**src/rtl/button_conditioner_pkg.sv**
```systemverilog
// ---------------------------------------------------------------------------
// button_conditioner_pkg
// Shared definitions for the push-button conditioner:
//   - btn_state_e : per-channel long-press / auto-repeat state
//   - cnt_width() : width of a counter that must hold values 0..limit
// ---------------------------------------------------------------------------
package button_conditioner_pkg;

    // Long-press tracking state of one channel
    typedef enum logic [1:0] {
        IDLE = 2'd0,
        HELD = 2'd1,
        LONG = 2'd2
    } btn_state_e;

    // Counter width for a counter that must represent 0..limit.
    // Never narrower than one bit so a zero limit still yields a legal vector.
    function automatic int cnt_width(input int limit);
        return (limit < 1) ? 1 : $clog2(limit + 1);
    endfunction

endpackage

```
**src/rtl/button_conditioner_if.sv**
```systemverilog
// ---------------------------------------------------------------------------
// button_conditioner_if
// Bundles the board-side button signals of the conditioner.
//   ena         : tile enable, low freezes all counters and strobes
//   btn_raw     : raw asynchronous button pins
//   btn_level   : debounced pressed level (1 = pressed)
//   btn_press   : one-cycle strobe on accepted press
//   btn_release : one-cycle strobe on accepted release
//   btn_long    : one-cycle strobe at long-press threshold and each repeat
// master = the side that drives pins/enable and consumes events,
// slave  = the conditioner itself.
// ---------------------------------------------------------------------------
interface button_conditioner_if #(
    parameter int N_BUTTONS = 3
) ();

    logic                 ena;
    logic [N_BUTTONS-1:0] btn_raw;
    logic [N_BUTTONS-1:0] btn_level;
    logic [N_BUTTONS-1:0] btn_press;
    logic [N_BUTTONS-1:0] btn_release;
    logic [N_BUTTONS-1:0] btn_long;

    modport master (
        output ena,
        output btn_raw,
        input  btn_level,
        input  btn_press,
        input  btn_release,
        input  btn_long
    );

    modport slave (
        input  ena,
        input  btn_raw,
        output btn_level,
        output btn_press,
        output btn_release,
        output btn_long
    );

endinterface

```
**src/rtl/button_conditioner_channel.sv**
```systemverilog
// ---------------------------------------------------------------------------
// button_channel
// One button channel: synchroniser, polarity normalisation, debounce,
// press/release strobes and the long-press / auto-repeat FSM.
// Ports:
//   clk, rst_n      : core clock, asynchronous active-low reset
//   ena_i           : enable; low freezes counters, state and level
//   btn_raw_i       : raw asynchronous pin
//   btn_level_o     : debounced pressed level
//   btn_press_o     : one-cycle accepted-press strobe
//   btn_release_o   : one-cycle accepted-release strobe
//   btn_long_o      : one-cycle long-press / repeat strobe
// ---------------------------------------------------------------------------
module button_channel
    import button_conditioner_pkg::*;
#(
    parameter int SYNC_STAGES       = 2,
    parameter int DEBOUNCE_CYCLES   = 1000,
    parameter int LONG_PRESS_CYCLES = 1000000,
    parameter int REPEAT_CYCLES     = 0,
    parameter int ACTIVE_LOW        = 0
) (
    input  logic clk,
    input  logic rst_n,
    input  logic ena_i,
    input  logic btn_raw_i,
    output logic btn_level_o,
    output logic btn_press_o,
    output logic btn_release_o,
    output logic btn_long_o
);

    localparam int DW = cnt_width(DEBOUNCE_CYCLES);
    localparam int LW = cnt_width(LONG_PRESS_CYCLES);
    localparam int RW = cnt_width(REPEAT_CYCLES);

    localparam logic [DW-1:0] DEB_LAST  = DW'(DEBOUNCE_CYCLES - 1);
    localparam logic [LW-1:0] LONG_LAST = LW'(LONG_PRESS_CYCLES - 1);
    localparam logic [RW-1:0] REP_LAST  = RW'((REPEAT_CYCLES > 0) ? REPEAT_CYCLES - 1 : 0);

    // Pin level that means "not pressed"; also the synchroniser reset value
    localparam logic INACTIVE = (ACTIVE_LOW != 0);

    logic [SYNC_STAGES-1:0] sync_q;
    logic                   pressed;

    logic [DW-1:0] dcnt_q, dcnt_d;
    logic [LW-1:0] lcnt_q, lcnt_d;
    logic [RW-1:0] rcnt_q, rcnt_d;
    logic          level_q, level_d;
    logic          press_q, press_d;
    logic          release_q, release_d;
    logic          long_q, long_d;
    btn_state_e    state_q, state_d;

    // The synchroniser free-runs even while disabled, so the debouncer sees
    // the true pin level the moment the tile is re-enabled.
    always_ff @(posedge clk or negedge rst_n) begin
        if (!rst_n) begin
            sync_q <= {SYNC_STAGES{INACTIVE}};
        end else begin
            sync_q <= {sync_q[SYNC_STAGES-2:0], btn_raw_i};
        end
    end

    assign pressed = sync_q[SYNC_STAGES-1] ^ INACTIVE;

    // State register for debounce, strobes and long-press tracking.
    always_ff @(posedge clk or negedge rst_n) begin
        if (!rst_n) begin
            dcnt_q    <= '0;
            lcnt_q    <= '0;
            rcnt_q    <= '0;
            level_q   <= 1'b0;
            press_q   <= 1'b0;
            release_q <= 1'b0;
            long_q    <= 1'b0;
            state_q   <= IDLE;
        end else begin
            dcnt_q    <= dcnt_d;
            lcnt_q    <= lcnt_d;
            rcnt_q    <= rcnt_d;
            level_q   <= level_d;
            press_q   <= press_d;
            release_q <= release_d;
            long_q    <= long_d;
            state_q   <= state_d;
        end
    end

    // Next-state logic. Everything holds while disabled and strobes drop to 0.
    // A level change is accepted after DEBOUNCE_CYCLES consecutive mismatches;
    // an accepted release overrides any long/repeat strobe due in that cycle.
    always_comb begin
        dcnt_d    = dcnt_q;
        lcnt_d    = lcnt_q;
        rcnt_d    = rcnt_q;
        level_d   = level_q;
        press_d   = 1'b0;
        release_d = 1'b0;
        long_d    = 1'b0;
        state_d   = state_q;

        if (ena_i) begin
            if (pressed == level_q) begin
                dcnt_d = '0;
            end else if (dcnt_q == DEB_LAST) begin
                level_d   = pressed;
                dcnt_d    = '0;
                press_d   = pressed;
                release_d = !pressed;
            end else begin
                dcnt_d = dcnt_q + DW'(1);
            end

            unique case (state_q)
                IDLE: begin
                    if (press_d) begin
                        state_d = HELD;
                        lcnt_d  = '0;
                    end
                end
                HELD: begin
                    if (release_d) begin
                        state_d = IDLE;
                    end else if (lcnt_q == LONG_LAST) begin
                        long_d  = 1'b1;
                        state_d = LONG;
                        rcnt_d  = '0;
                    end else begin
                        lcnt_d = lcnt_q + LW'(1);
                    end
                end
                LONG: begin
                    if (release_d) begin
                        state_d = IDLE;
                    end else if (REPEAT_CYCLES > 0) begin
                        if (rcnt_q == REP_LAST) begin
                            long_d = 1'b1;
                            rcnt_d = '0;
                        end else begin
                            rcnt_d = rcnt_q + RW'(1);
                        end
                    end
                end
                default: begin
                    state_d = IDLE;
                end
            endcase
        end
    end

    assign btn_level_o   = level_q;
    assign btn_press_o   = press_q;
    assign btn_release_o = release_q;
    assign btn_long_o    = long_q;

endmodule

```
**src/rtl/button_conditioner.sv**
```systemverilog
// ---------------------------------------------------------------------------
// button_conditioner
// Multi-channel push-button front end: N_BUTTONS independent copies of
// button_channel, no cross-channel logic.
// Ports:
//   clk   : core clock
//   rst_n : asynchronous active-low reset
//   bus   : button_conditioner_if slave (ena, btn_raw in; level/strobes out)
// ---------------------------------------------------------------------------
module button_conditioner
    import button_conditioner_pkg::*;
#(
    parameter int N_BUTTONS         = 3,
    parameter int SYNC_STAGES       = 2,
    parameter int DEBOUNCE_CYCLES   = 1000,
    parameter int LONG_PRESS_CYCLES = 1000000,
    parameter int REPEAT_CYCLES     = 0,
    parameter int ACTIVE_LOW        = 0
) (
    input  logic                 clk,
    input  logic                 rst_n,
    button_conditioner_if.slave  bus
);

    logic [N_BUTTONS-1:0] level_w;
    logic [N_BUTTONS-1:0] press_w;
    logic [N_BUTTONS-1:0] release_w;
    logic [N_BUTTONS-1:0] long_w;

    // One fully independent conditioner per button
    for (genvar i = 0; i < N_BUTTONS; i++) begin : g_ch
        button_channel #(
            .SYNC_STAGES      (SYNC_STAGES),
            .DEBOUNCE_CYCLES  (DEBOUNCE_CYCLES),
            .LONG_PRESS_CYCLES(LONG_PRESS_CYCLES),
            .REPEAT_CYCLES    (REPEAT_CYCLES),
            .ACTIVE_LOW       (ACTIVE_LOW)
        ) u_channel (
            .clk          (clk),
            .rst_n        (rst_n),
            .ena_i        (bus.ena),
            .btn_raw_i    (bus.btn_raw[i]),
            .btn_level_o  (level_w[i]),
            .btn_press_o  (press_w[i]),
            .btn_release_o(release_w[i]),
            .btn_long_o   (long_w[i])
        );
    end

    assign bus.btn_level   = level_w;
    assign bus.btn_press   = press_w;
    assign bus.btn_release = release_w;
    assign bus.btn_long    = long_w;

endmodule

```
**src/flat_wrapper.sv**
```systemverilog
// flat-port wrapper written by rule: the top's interface ports become plain ports
module button_conditioner_flat import button_conditioner_pkg::*;
#(
    parameter int N_BUTTONS         = 3,
    parameter int SYNC_STAGES       = 2,
    parameter int DEBOUNCE_CYCLES   = 1000,
    parameter int LONG_PRESS_CYCLES = 1000000,
    parameter int REPEAT_CYCLES     = 0,
    parameter int ACTIVE_LOW        = 0
)
  (clk, rst_n, bus_ena, bus_btn_raw, bus_btn_level, bus_btn_press, bus_btn_release, bus_btn_long);
  button_conditioner_if #(.N_BUTTONS(N_BUTTONS)) bus_i ();
  input  logic clk;
  input  logic rst_n;
  input wire logic [$bits(bus_i.ena)-1:0] bus_ena;
  input wire logic [$bits(bus_i.btn_raw)-1:0] bus_btn_raw;
  output wire logic [$bits(bus_i.btn_level)-1:0] bus_btn_level;
  output wire logic [$bits(bus_i.btn_press)-1:0] bus_btn_press;
  output wire logic [$bits(bus_i.btn_release)-1:0] bus_btn_release;
  output wire logic [$bits(bus_i.btn_long)-1:0] bus_btn_long;
  assign bus_i.ena = bus_ena;
  assign bus_i.btn_raw = bus_btn_raw;
  assign bus_btn_level = bus_i.btn_level;
  assign bus_btn_press = bus_i.btn_press;
  assign bus_btn_release = bus_i.btn_release;
  assign bus_btn_long = bus_i.btn_long;
  button_conditioner #(.N_BUTTONS(N_BUTTONS), .SYNC_STAGES(SYNC_STAGES), .DEBOUNCE_CYCLES(DEBOUNCE_CYCLES), .LONG_PRESS_CYCLES(LONG_PRESS_CYCLES), .REPEAT_CYCLES(REPEAT_CYCLES), .ACTIVE_LOW(ACTIVE_LOW)) u_core (.clk(clk), .rst_n(rst_n), .bus(bus_i));
endmodule
```
**config.mk**
```make
export PLATFORM = sky130hd
export DESIGN_NAME = button_conditioner_flat
export DESIGN_NICKNAME = d
export VERILOG_FILES = /design/src/rtl/button_conditioner_pkg.sv /design/src/rtl/button_conditioner_if.sv /design/src/rtl/button_conditioner_channel.sv /design/src/rtl/button_conditioner.sv /design/src/flat_wrapper.sv
export SDC_FILE = /design/constraint.sdc
export NUM_CORES = 1
export LEC_CHECK = 0
export CORE_MARGIN = 4
export CORE_UTILIZATION = 33
export CTS_CLUSTER_DIAMETER = 120
export CTS_CLUSTER_SIZE = 12
export DETAILED_ROUTE_END_ITERATION = 8
export PLACE_DENSITY = 0.5
export SLEW_MARGIN = 20
export SYNTH_ARGS = -nofsm -noshare
export SYNTH_HDL_FRONTEND = slang
export SYNTH_SLANG_ARGS = --single-unit
```
**constraint.sdc**
```tcl
create_clock -name clk -period 2.8 [get_ports clk]
set_input_delay 0.84 -clock clk [delete_from_list [all_inputs] [get_ports clk]]
set_output_delay 0.84 -clock clk [all_outputs]
set_load 0.01 [all_outputs]
```
# ---- Word level (Yosys, flattened, before mapping)
# Cells that the tools add are included.
dict set report word_totals {
  register_bits 114
}
dict set report classes {
  muxes 69
  n_eq_ne 30
  add_sub_neg 6
  bitwise_logic 3
  n_reduce_logical 18
}
# operator count
set op_table {}
lappend op_table {{20-bit two-way mux} 9}
lappend op_table {{20-bit one-hot mux with 2 select lines} 3}
lappend op_table {{20-bit by 1-bit adder with 20-bit output, second input constant} 3}
lappend op_table {{20-bit == test, second input constant} 3}
lappend op_table {{10-bit two-way mux} 6}
lappend op_table {{1-bit two-way mux} 36}
lappend op_table {{10-bit by 1-bit adder with 10-bit output, second input constant} 3}
lappend op_table {{10-bit == test, second input constant} 3}
lappend op_table {{2-bit two-way mux} 12}
lappend op_table {{2-bit != test, second input constant} 12}
lappend op_table {{2-bit one-hot mux with 3 select lines} 3}
lappend op_table {{5-bit AND reduction} 3}
lappend op_table {{4-bit AND reduction} 3}
lappend op_table {{3-bit != test, second input constant} 3}
lappend op_table {{3-bit AND reduction} 3}
lappend op_table {{2-bit by 1-bit == test with 1-bit output, second input constant} 3}
lappend op_table {{2-bit == test, second input constant} 3}
lappend op_table {{2-bit zero test} 3}
lappend op_table {{2-bit nonzero test} 3}
lappend op_table {{1-bit == test} 3}
lappend op_table {{1-bit zero test} 3}
lappend op_table {{1-bit inverter} 3}

# ---- Longest topological paths before layout
# Gate-level depths: netlist of the first run.
dict set report logic_depth {
  depth_word 7
  depth_mapped 8
  ltp_nobuf 6
}

# ---- Modules after synthesis
# Synthesis of the first run repeated with hierarchy kept, for this count alone.
dict set report hier_totals {
  hier_cells 676
  hier_area_um2 6311.1
}
# module cells_per_inst n_inst area_per_inst_um2
set by_module_without_submodules {}
lappend by_module_without_submodules {{button_channel at u_core.g_ch[2].u_channel} 234 1 2159.6}
lappend by_module_without_submodules {{button_channel at u_core.g_ch[0].u_channel} 220 1 2097.0}
lappend by_module_without_submodules {{button_channel at u_core.g_ch[1].u_channel} 222 1 2054.5}

# ---- Worst setup path before layout of the first run
# OpenSTA, ideal clock, no wires.
dict set report synth_path {
  path_type {input to register}
  from {input port bus_ena}
  to {register u_core.g_ch[2].u_channel.lcnt_q[16]}
  slack_ns 0.682
  path_stages 6
  path_buffers 2
  arrival_time_ns 2.037
  t_required_ns 2.718
  path_cell_list {clkbuf_1 > nand2_1 > nor2_1 > buf_2 > a31oi_1 > a31oi_1}
}
dict set report synth_via {
  elab_chain_len 1
}
# element line
set synth_lines {}
lappend synth_lines {{start: declaration} flat_wrapper.sv:15} ;# input wire logic [$bits(bus_i.ena)-1:0] bus_ena;
lappend synth_lines {{5-bit AND reduction (no line)} n/a}
lappend synth_lines {{end signal: assignment} button_conditioner_channel.sv:81} ;# lcnt_q <= lcnt_d;
lappend synth_lines {{end: declaration} button_conditioner_channel.sv:48} ;# logic [LW-1:0] lcnt_q, lcnt_d;
# No other way between the ends.
# A chain may end at the register's enable or synchronous reset.

# ---- Worst setup path after layout of the first run
dict set report layout_path {
  from {register u_core.g_ch[1].u_channel.lcnt_q[0]}
  to {register u_core.g_ch[1].u_channel.lcnt_q[13]}
}
dict set report layout_via {
  elab_chain_len 4
  word_cells_on_any_way 7
  cone_classes {add/sub: 1; eq/ne: 2; mux: 3; reduce/logical: 1}
}
# element line
set layout_lines {}
lappend layout_lines {{start: declaration} button_conditioner_channel.sv:48}
lappend layout_lines {{start signal: assignment} button_conditioner_channel.sv:81}
lappend layout_lines {{20-bit by 1-bit adder with 20-bit output} button_conditioner_channel.sv:131} ;# lcnt_d = lcnt_q + LW'(1);
lappend layout_lines {{20-bit two-way mux} button_conditioner_channel.sv:126} ;# end else if (lcnt_q == LONG_LAST) begin
lappend layout_lines {{20-bit two-way mux} button_conditioner_channel.sv:124} ;# if (release_d) begin
lappend layout_lines {{20-bit one-hot mux with 2 select lines} button_conditioner_channel.sv:116} ;# unique case (state_q)
# Several ways; a longest one is shown, not always the timed one. The select of a mux whose other input is x is not followed.

==> run metrics, run 1 <==
status=completed; Post-DRT Antenna Nets=0; clock root buffer master=clkbuf_16; Syn Inst Count=678; worst min path class=flip-flop to flip-flop; skew final=0.00992 ns; initial antenna violation count=0; register area=2850 um^2; H-tree levels=4; initial core utilization=0.336; actual slew at the worst max-slew pin=0.779 ns; Ant. Diodes=0; worst vdd ir=0.385 mV; Syn Std Cell Area=6280 um^2; top_reg_cell synth=dfrtp_1; first drt pass iteration count=5; clk sinks=114; DPL Wire Length=10,300 um; P_leak=3.12 nW; number of warning messages in the yosys log=0; Reg clk slew, reported paths=0.05 ns; RSZ-0062 raised after global routing=no; area of the multi-input gates=3160 um^2; crit path cell chain=ha_1 -> and3_1 -> nand4_1 -> nor2_2 -> nor2_1 -> a221o_1; share of flip-flops with an asynchronous set or reset=1.00; endpoints failing setup=0; final WL=15,200 um; row count=50; global-route wire length before repair=25,800 um; io pins=18; delay of the slowest critical-path stage=0.43 ns; core area=18,700 um^2; Placer Congestion=0.838; # DRC=0; critical path required time=3.09 ns; Port Buffers=17; Hold Vio Cnt, Final=0; register area share after synthesis=0.454; Post-CTS Setup Bufs=0; top fanout value on the critical path=9; vias per inst=5.75; Distinct cells, synth=65; Fmax=0.434 GHz; PwrDens=655 nW/um^2; ratio of cells with drive above 1 in the final layout=0.0996; post-CTS sizing=0; maxcap violations=0; CP startpoint kind=flip-flop; DIE HEIGHT=146 um; commonest non-fill, non-tap cell in the layout=dfrtp_1; total track usage=0.145; Rel. slew slack=0.477; worst-case clock buffer depth=2; Worst Path Arrival=2.59 ns; Tmin final=2.31 ns; Seq cells post-synth=114; Clock Latency Late Sink=0.41 ns; Worst setup EP type=flip-flop; synth-to-layout area growth=19.2%; Initial DRC Count=389; Inserted Clock Buffers=17; commonest cells after routing, fill and taps aside=114 x dfrtp_1, 63 x nand2_1, 46 x a31oi_1; fin. max-slew vios=0; Remaining Overflow, GRT=0; final worst path period share=0.823; pin count of the biggest net entering global routing=47; Via Count=5,442; width of the chip=146 um; synthesized area per cell=9.26 um^2; Power Total=0.00490 W; Post-Syn Nets=690; number of flops mapped to enable cells by yosys=0; setup_tns=0 ns; Die ar.=21,300 um^2; WS Path Type=flip-flop to flip-flop; cts hold-fix bufs=0; Final #Nets=712; fill cell count=1,792; vias in the first global route=5,058; CTS tree=done; post-DR wirelength/cell=16.0 um; critical path's slowest cell=nor2_2
## synthesized netlist by cell type, types with 16 or more instances
| cell | instances | area, um^2 |
|---|---|---|
| o21ai_0 | 34 | 170 |
| nand2_1 | 63 | 236 |
| nor2_1 | 32 | 120 |
| a31oi_1 | 46 | 288 |
| a21oi_1 | 19 | 95.1 |
| nand3_1 | 26 | 130 |
| o21ai_1 | 16 | 80.1 |
| clkbuf_1 | 18 | 67.6 |
| inv_1 | 18 | 67.6 |
| nand4_1 | 16 | 100 |
| dfrtp_1 | 114 | 2850 |
| nor3_1 | 31 | 155 |
| and3_1 | 30 | 188 |
## metal layers
layer / vias up / GRT usage / part of all wire
li1: 2641 / - / -
met1: 2657 / 0.204 / 0.49
met2: 126 / 0.216 / 0.45
met3: 18 / 0.0377 / 0.045
met4: 0 / 0.0527 / 0.014
met5: - / 0 / 0
## worst max-delay path: cells and delay by family (launching register included)
kind	cells	cell delay [ns]
AOI/OAI and AO/OA	1	0.34
DFF	1	0.38
adders and majority gates	1	0.22
and+or+nand+nor	4	1.25
## registers in the layout, indices dropped and copies added (netlist names)
signal                               flops
u_core.g_ch.u_channel.btn_release_o      3
u_core.g_ch.u_channel.btn_level_o        3
u_core.g_ch.u_channel.lcnt_q            60
u_core.g_ch.u_channel.state_q            6
u_core.g_ch.u_channel.dcnt_q            30
u_core.g_ch.u_channel.btn_long_o         3
u_core.g_ch.u_channel.sync_q             6
u_core.g_ch.u_channel.btn_press_o        3
## layout make-up
cell class | instances | area share
tap | 234 | 0.0391
inverter | 18 | 0.00903
multi-input combinational | 509 | 0.423
clock inverter | 9 | 0.0299
clock buffer | 23 | 0.0639
sequential | 114 | 0.381
timing repair buffer | 40 | 0.0538
## stage by stage
stage	utilization	setup WS (ns)	hold WS, ns	instances	cell area (um^2)
after detailed placement	0.362	0.125	0.335	915	6780
after floorplan	-	0.682	0.331	678	6280
after global placement	0.362	0.165	0.337	915	6780
final	0.400	0.495	0.358	947	7480
after global routing	0.400	0.317	0.371	947	7480
after CTS	0.400	0.492	0.363	947	7480
## final timing paths
path / slack [ns] / end / cells after the start / start
max: 0.49 / u_core.g_ch[1].u_channel.lcnt_q[13] / 6 / u_core.g_ch[1].u_channel.lcnt_q[0]
min: 0.36 / u_core.g_ch[0].u_channel.sync_q[1] / 0 / u_core.g_ch[0].u_channel.sync_q[0]
max reg2reg: 0.49 / u_core.g_ch[1].u_channel.lcnt_q[13] / 6 / u_core.g_ch[1].u_channel.lcnt_q[0]
min reg2reg: 0.36 / u_core.g_ch[0].u_channel.sync_q[1] / 0 / u_core.g_ch[0].u_channel.sync_q[0]
max in group asynchronous: 1.82 / u_core.g_ch[1].u_channel.lcnt_q[11] / 2 / rst_n
min in group asynchronous: 0.37 / u_core.g_ch[0].u_channel.dcnt_q[5] / 1 / rst_n
## where the power goes
part | leakage, nW | internal (W) | switching, W
logic | 1.25 | 0.000180 | 0.000235
clock network | 0.342 | 0.00183 | 0.000760
registers | 1.53 | 0.00176 | 0.000138
total | 3.12 | 0.00377 | 0.00113
## kinds of logic after synthesis
logic type               Yosys count  share of synthesized area
adder cells (fa/ha/maj)            6                     0.0120
XOR/XNOR                           7                    0.00977
flip-flops                       114                      0.454
buffers and inverters             55                     0.0415
AO/OA/AOI/OAI                    200                      0.214
AND/OR/NAND/NOR                  288                      0.255
multiplexers                       8                     0.0136
Power figures use the tool's default switching activity.
==> run 2: changes to the inputs <==
==> constraint.sdc (replaced) <==
create_clock -name clk -period 2.4 [get_ports clk]
set_input_delay 0.72 -clock clk [delete_from_list [all_inputs] [get_ports clk]]
set_output_delay 0.72 -clock clk [all_outputs]
set_load 0.01 [all_outputs]
==> run 2 against run 1 <==
  * Non-clock buffer count is 26 higher
  * Routed wire length is 3.8% higher
  * Core utilization is 0.19 points higher
  * Total power is 3.2% higher
  * Via count is 2.2% higher
  * Sequential power is 17% higher
  * Highest routed layer unchanged
==> run metrics, run 2 (synthesis gave the netlist of run 1 again) <==
top flop regs=u_core.g_ch.u_channel.lcnt_q (60), u_core.g_ch.u_channel.dcnt_q (30) (unchanged); Hold Vio Cnt, Final=0 (unchanged); reg2reg path depth=8 (was 6); DPL Wire Length=10,900 um (was 10,300 um); Die ar.=21,300 um^2 (unchanged); cts hold-fix bufs=0 (unchanged); worst-case clock buffer depth=2 (unchanged); Via Count=5,561 (was 5,442); vias per inst=5.73 (was 5.75); setup_tns=0 ns (unchanged); RSZ-0062 raised after global routing=yes (was no); Final Util=0.402 (was 0.400); width of the chip=146 um (unchanged); row count=50 (unchanged); Placer Congestion=0.872 (was 0.838); critical path's slowest cell=dfrtp_1 (was nor2_2); delay of the slowest critical-path stage=0.40 ns (was 0.43 ns); maxcap violations=0 (unchanged); Worst setup EP type=flip-flop (unchanged); first drt pass iteration count=6 (was 5); critical path required time=2.69 ns (was 3.09 ns); fin. max-slew vios=0 (unchanged); Inserted Clock Buffers=17 (unchanged); core area=18,700 um^2 (unchanged); Rel. slew slack=0.661 (was 0.477); status=completed (unchanged); r2r setup slk=0.20 ns (was 0.49 ns); io pins=18 (unchanged); Post-DRT Antenna Nets=0 (unchanged); Worst Path Arrival=2.50 ns (was 2.59 ns); P_leak=3.17 nW (was 3.12 nW); H-tree levels=4 (unchanged); synth-to-layout area growth=19.8% (was 19.2%); post-DR wirelength/cell=16.2 um (was 16.0 um); Crit. path cell count=8 (was 6); skew final=0.0116 ns (was 0.00992 ns); ratio of cells with drive above 1 in the final layout=0.130 (was 0.0996); Tmin final=2.20 ns (was 2.31 ns); largest reg by FF count=u_core.g_ch.u_channel.lcnt_q (unchanged); pin count of the biggest net entering global routing=45 (was 47); CTS tree=done (unchanged); # DRC=0 (unchanged); Fmax=0.454 GHz (was 0.434 GHz); vias in the first global route=5,397 (was 5,058); Most common cell on crit path=buf_4; top fanout value on the critical path=10 (was 9); CP startpoint kind=flip-flop (unchanged); Initial DRC Count=452 (was 389); endpoints failing setup=0 (unchanged); Reg clk slew, reported paths=0.05 ns (about the same); initial core utilization=0.336 (unchanged); WS Path Type=flip-flop to flip-flop (unchanged); Clock Latency Late Sink=0.42 ns (was 0.41 ns); commonest non-fill, non-tap cell in the layout=dfrtp_1 (unchanged); DIE HEIGHT=146 um (unchanged); Final #Nets=738 (was 712); initial antenna violation count=0 (unchanged); clk sinks=114 (unchanged); final WL=15,800 um (was 15,200 um); final worst path period share=0.918 (was 0.823); Ant. Diodes=0 (unchanged); clock root buffer master=clkbuf_16 (unchanged); commonest cells after routing, fill and taps aside=114 x dfrtp_1, 63 x nand2_1, 46 x a31oi_1 (unchanged); Top delay family on crit path=simple AND/OR/NAND/NOR gates (unchanged); CP Buf/Inv Count=2 (was 0); actual slew at the worst max-slew pin=0.504 ns (was 0.779 ns); Remaining Overflow, GRT=0 (unchanged); PwrDens=673 nW/um^2 (was 655 nW/um^2); Post-CTS Setup Bufs=0 (unchanged); Port Buffers=17 (unchanged); worst vdd ir=0.463 mV (was 0.385 mV); crit path cell chain=ha_1 -> nor4bb_2 -> nand4_1 -> nand3_1 -> buf_4 -> nor2_1 -> buf_4 -> a221o_1 (was ha_1 -> and3_1 -> nand4_1 -> nor2_2 -> nor2_1 -> a221o_1); total track usage=0.152 (was 0.145); global-route wire length before repair=27,100 um (was 25,800 um); Largest register FFs=60 (unchanged); worst min path class=primary input to asynchronous set/reset pin (was flip-flop to flip-flop)
[run 2: cell types whose count changed in the layout (fill, tap and decap cells not counted)]
cell        delta
buf_4         +26
bufinv_16      -6
and3_1         -1
clkinv_2       +3
clkinvlp_4     +1
and3_2         +1
clkinv_4       -1
nor4bb_2       +1
nor4bb_1       -1
[run 2: timing repair]
| action | CTS | global route |
|---|---|---|
| gates resized for setup | 0 | 2 |
| endpoints found under the hold margin | 0 | 0 |
| setup endpoints to repair | 0 | 5 |
[run 2: where the power goes]
group | leakage [nW] | switching (W) | internal [W]
clock network | 0.265 | 0.000859 | 0.00148
logic | 1.38 | 0.000280 | 0.000229
registers | 1.53 | 0.000163 | 0.00205
[run 2: metrics by stage]
stage | hold WS [ns] | cells | total power, W | setup slack (ns) | instance area, um^2
after CTS | 0.263 | 970 | 0.00513 | 0.126 | 7510
after global placement | 0.335 | 941 | 0.00274 | -0.0817 | 6980
after floorplan | 0.331 | 678 | 0.00252 | 0.402 | 6280
final | 0.260 | 970 | 0.00506 | 0.197 | 7520
after global routing | 0.282 | 970 | 0.00531 | -0.00132 | 7520
after detailed placement | 0.342 | 941 | 0.00275 | -0.123 | 6980
[run 2: final cells by class]
type / instances / area, um^2
timing repair buffer: 66 / 598
inverter: 18 / 67.6
clock inverter: 6 / 57.6
sequential: 114 / 2850
tap: 234 / 293
fill: 1836 / 11200
multi-input combinational: 509 / 3170
clock buffer: 23 / 478
[run 2: path summary, 6_finish.rpt]
| check | start | end |
|---|---|---|
| setup reg to reg | u_core.g_ch[1].u_channel.dcnt_q[0] | u_core.g_ch[1].u_channel.lcnt_q[13] |
| max in group asynchronous | rst_n | u_core.g_ch[1].u_channel.dcnt_q[2] |
| hold reg to reg | u_core.g_ch[0].u_channel.sync_q[0] | u_core.g_ch[0].u_channel.sync_q[1] |
| hold / removal | rst_n | u_core.g_ch[0].u_channel.dcnt_q[5] |
| min in group clk | u_core.g_ch[0].u_channel.sync_q[0] | u_core.g_ch[0].u_channel.sync_q[1] |
| setup / recovery | u_core.g_ch[1].u_channel.dcnt_q[0] | u_core.g_ch[1].u_channel.lcnt_q[13] |
[run 2: metal layers]
layer / track usage / vias to the layer above / wire length [um]
met5: 0 / - / 0
met4: 0.0484 / 0 / 212
met3: 0.0367 / 14 / 709
met2: 0.236 / 136 / 7240
met1: 0.210 / 2732 / 7590
li1: - / 2679 / -
==> run 3: changes to the inputs <==
--- a/config.mk
+++ b/config.mk
@@ -10,7 +10,7 @@
 export CTS_CLUSTER_DIAMETER = 120
 export CTS_CLUSTER_SIZE = 12
 export DETAILED_ROUTE_END_ITERATION = 8
-export PLACE_DENSITY = 0.5
+export PLACE_DENSITY = 0.51
 export SLEW_MARGIN = 20
 export SYNTH_ARGS = -nofsm -noshare
 export SYNTH_HDL_FRONTEND = slang
==> run 3 against run 2 <==
  * Critical path depth unchanged
  * Die area unchanged
  * Combinational power about the same
  * Sequential cell count unchanged
  * Final area up 0.40%
  * Via count down 0.32%
  * Total power up 2.1%
  * Hold slack worse by 0.0096 ns
  * Final cell count up 0.10%
  * Clock skew about the same
  * Register-to-register slack worse by 0.03 ns
  * Clock power up 4%
  * Highest routed layer unchanged
==> run metrics, run 3 (synthesis gave the netlist of run 1 again) <==
status=completed (unchanged); Worst Path Arrival=2.52 ns (was 2.50 ns); CP Buf/Inv Count=2 (unchanged); cts hold-fix bufs=0 (unchanged); Fmax=0.449 GHz (was 0.454 GHz); CTS tree=done (unchanged); vias in the first global route=5,413 (was 5,397); Via Count=5,543 (was 5,561); top flop regs=u_core.g_ch.u_channel.lcnt_q (60), u_core.g_ch.u_channel.dcnt_q (30) (unchanged); final instance area=7550 um^2 (was 7520 um^2); clock root buffer master=clkbuf_16 (unchanged); top fanout value on the critical path=10 (unchanged); commonest non-fill, non-tap cell in the layout=dfrtp_1 (unchanged); routing usage on met1=0.202 (was 0.210); Die ar.=21,300 um^2 (unchanged); ratio of cells with drive above 1 in the final layout=0.134 (was 0.130); vias per inst=5.71 (was 5.73); Tmin final=2.23 ns (was 2.20 ns); pin count of the biggest net entering global routing=50 (was 45); Ant. Diodes=0 (unchanged); row count=50 (unchanged); Remaining Overflow, GRT=0 (unchanged); Inserted Clock Buffers=17 (unchanged); CP startpoint=u_core.g_ch[1].u_channel.dcnt_q[0] (unchanged); Most common cell on crit path=buf_4 (unchanged); placed insts=942 (was 941); DIE HEIGHT=146 um (unchanged); post-DR wirelength/cell=16.0 um (was 16.2 um); endpoints failing setup=0 (unchanged); Area after DPL=6970 um^2 (was 6980 um^2); initial antenna violation count=0 (unchanged); io pins=18 (unchanged); clk sinks=114 (unchanged); worst min path class=primary input to asynchronous set/reset pin (unchanged); commonest cells after routing, fill and taps aside=114 x dfrtp_1, 63 x nand2_1, 47 x buf_4 (was 114 x dfrtp_1, 63 x nand2_1, 46 x a31oi_1); worst-case clock buffer depth=2 (unchanged); Rel. slew slack=0.649 (was 0.661); fin. max-slew vios=0 (unchanged); met3 usage=0.0408 (was 0.0367); global-route wire length before repair=26,600 um (was 27,100 um); delay of the slowest critical-path stage=0.40 ns (about the same); critical path required time=2.69 ns (about the same); Post-DRT Antenna Nets=0 (unchanged); maxcap violations=0 (unchanged); critical path's slowest cell=nor4bb_2 (was dfrtp_1); met2 usage=0.235 (was 0.236); final worst path period share=0.929 (was 0.918); crit path cell chain=ha_1 -> nor4bb_2 -> nand4_1 -> nand3_1 -> buf_4 -> nor2_1 -> buf_4 -> a221o_1 (unchanged); actual slew at the worst max-slew pin=0.522 ns (was 0.504 ns); WS Path Type=flip-flop to flip-flop (unchanged); Reg clk slew, reported paths=0.05 ns (about the same); initial core utilization=0.336 (unchanged); P_leak=3.19 nW (was 3.17 nW); Clock Latency Late Sink=0.41 ns (was 0.42 ns); setup_tns=0 ns (unchanged); Port Buffers=17 (unchanged); CP startpoint kind=flip-flop (unchanged); H-tree levels=4 (unchanged); skew final=0.0115 ns (was 0.0116 ns); synth-to-layout area growth=20.3% (was 19.8%); Worst R2R Start=u_core.g_ch[1].u_channel.dcnt_q[0] (unchanged); largest reg by FF count=u_core.g_ch.u_channel.lcnt_q (unchanged); # DRC=0 (unchanged); Top delay family on crit path=simple AND/OR/NAND/NOR gates (unchanged); Final #Nets=739 (was 738); first drt pass iteration count=5 (was 6); Worst setup EP type=flip-flop (unchanged); Hold Vio Cnt, Final=0 (unchanged); Finished Layout Cells=971 (was 970); final WL=15,500 um (was 15,800 um); gr busiest metal=met2 (unchanged); width of the chip=146 um (unchanged); core area=18,700 um^2 (unchanged); worst vdd ir=0.498 mV (was 0.463 mV); PwrDens=684 nW/um^2 (was 673 nW/um^2); DPL Wire Length=10,900 um (about the same); Initial DRC Count=427 (was 452); total track usage=0.149 (was 0.152); Largest register FFs=60 (unchanged); Placer Congestion=0.810 (was 0.872)
run 3: final timing paths:
check	end	slack, ns	cells past startpoint
max	u_core.g_ch[1].u_channel.lcnt_q[17]	0.17	8
min	u_core.g_ch[0].u_channel.dcnt_q[8]	0.25	1
max reg2reg	u_core.g_ch[1].u_channel.lcnt_q[17]	0.17	8
min reg2reg	u_core.g_ch[1].u_channel.sync_q[1]	0.35	0
max in group asynchronous	u_core.g_ch[1].u_channel.state_q[1]	1.55	2
min in group clk	u_core.g_ch[1].u_channel.sync_q[1]	0.35	0
run 3: routing by layer:
layer | vias to the layer above | share of wire
li1 | 2693 | -
met1 | 2704 | 0.48
met2 | 131 | 0.47
met3 | 15 | 0.043
met4 | 0 | 0.0093
met5 | - | 0
run 3: cell type report:
| cell class | count | area, um^2 |
|---|---|---|
| fill | 1841 | 11200 |
| multi-input combinational | 509 | 3170 |
| sequential | 114 | 2850 |
| timing repair buffer | 67 | 593 |
| clock buffer | 23 | 488 |
| tap | 234 | 293 |
| clock inverter | 6 | 80.1 |
| inverter | 18 | 67.6 |
run 3: where the power goes:
part | internal (W) | switching [W] | leakage (nW)
sequential | 0.00205 | 0.000162 | 1.53
combinational | 0.000230 | 0.000280 | 1.38
clock | 0.00161 | 0.000832 | 0.285
total | 0.00389 | 0.00127 | 3.19
run 3: worst reg2reg max path, stage by stage (launching register included):
cell	delay, ns
dfrtp_1	0.39
ha_1	0.26
nor4bb_2	0.40
nand4_1	0.25
nand3_1	0.15
buf_4	0.18
nor2_1	0.05
buf_4	0.15
a221o_1	0.29
run 3: timing repair:
item	CTS	global route
setup endpoints to repair	0	13
gates resized for setup	0	3
setup buffers	0	0
run 3: stage by stage:
stage	worst slack, ns	util	hold slack, ns	power (W)
final	0.170	0.404	0.251	0.00517
after global placement	-0.0379	0.373	0.335	0.00274
after CTS	0.132	0.403	0.253	0.00524
after global routing	-0.0140	0.404	0.267	0.00544
after floorplan	0.402	-	0.331	0.00252
after detailed placement	-0.0899	0.373	0.335	0.00276
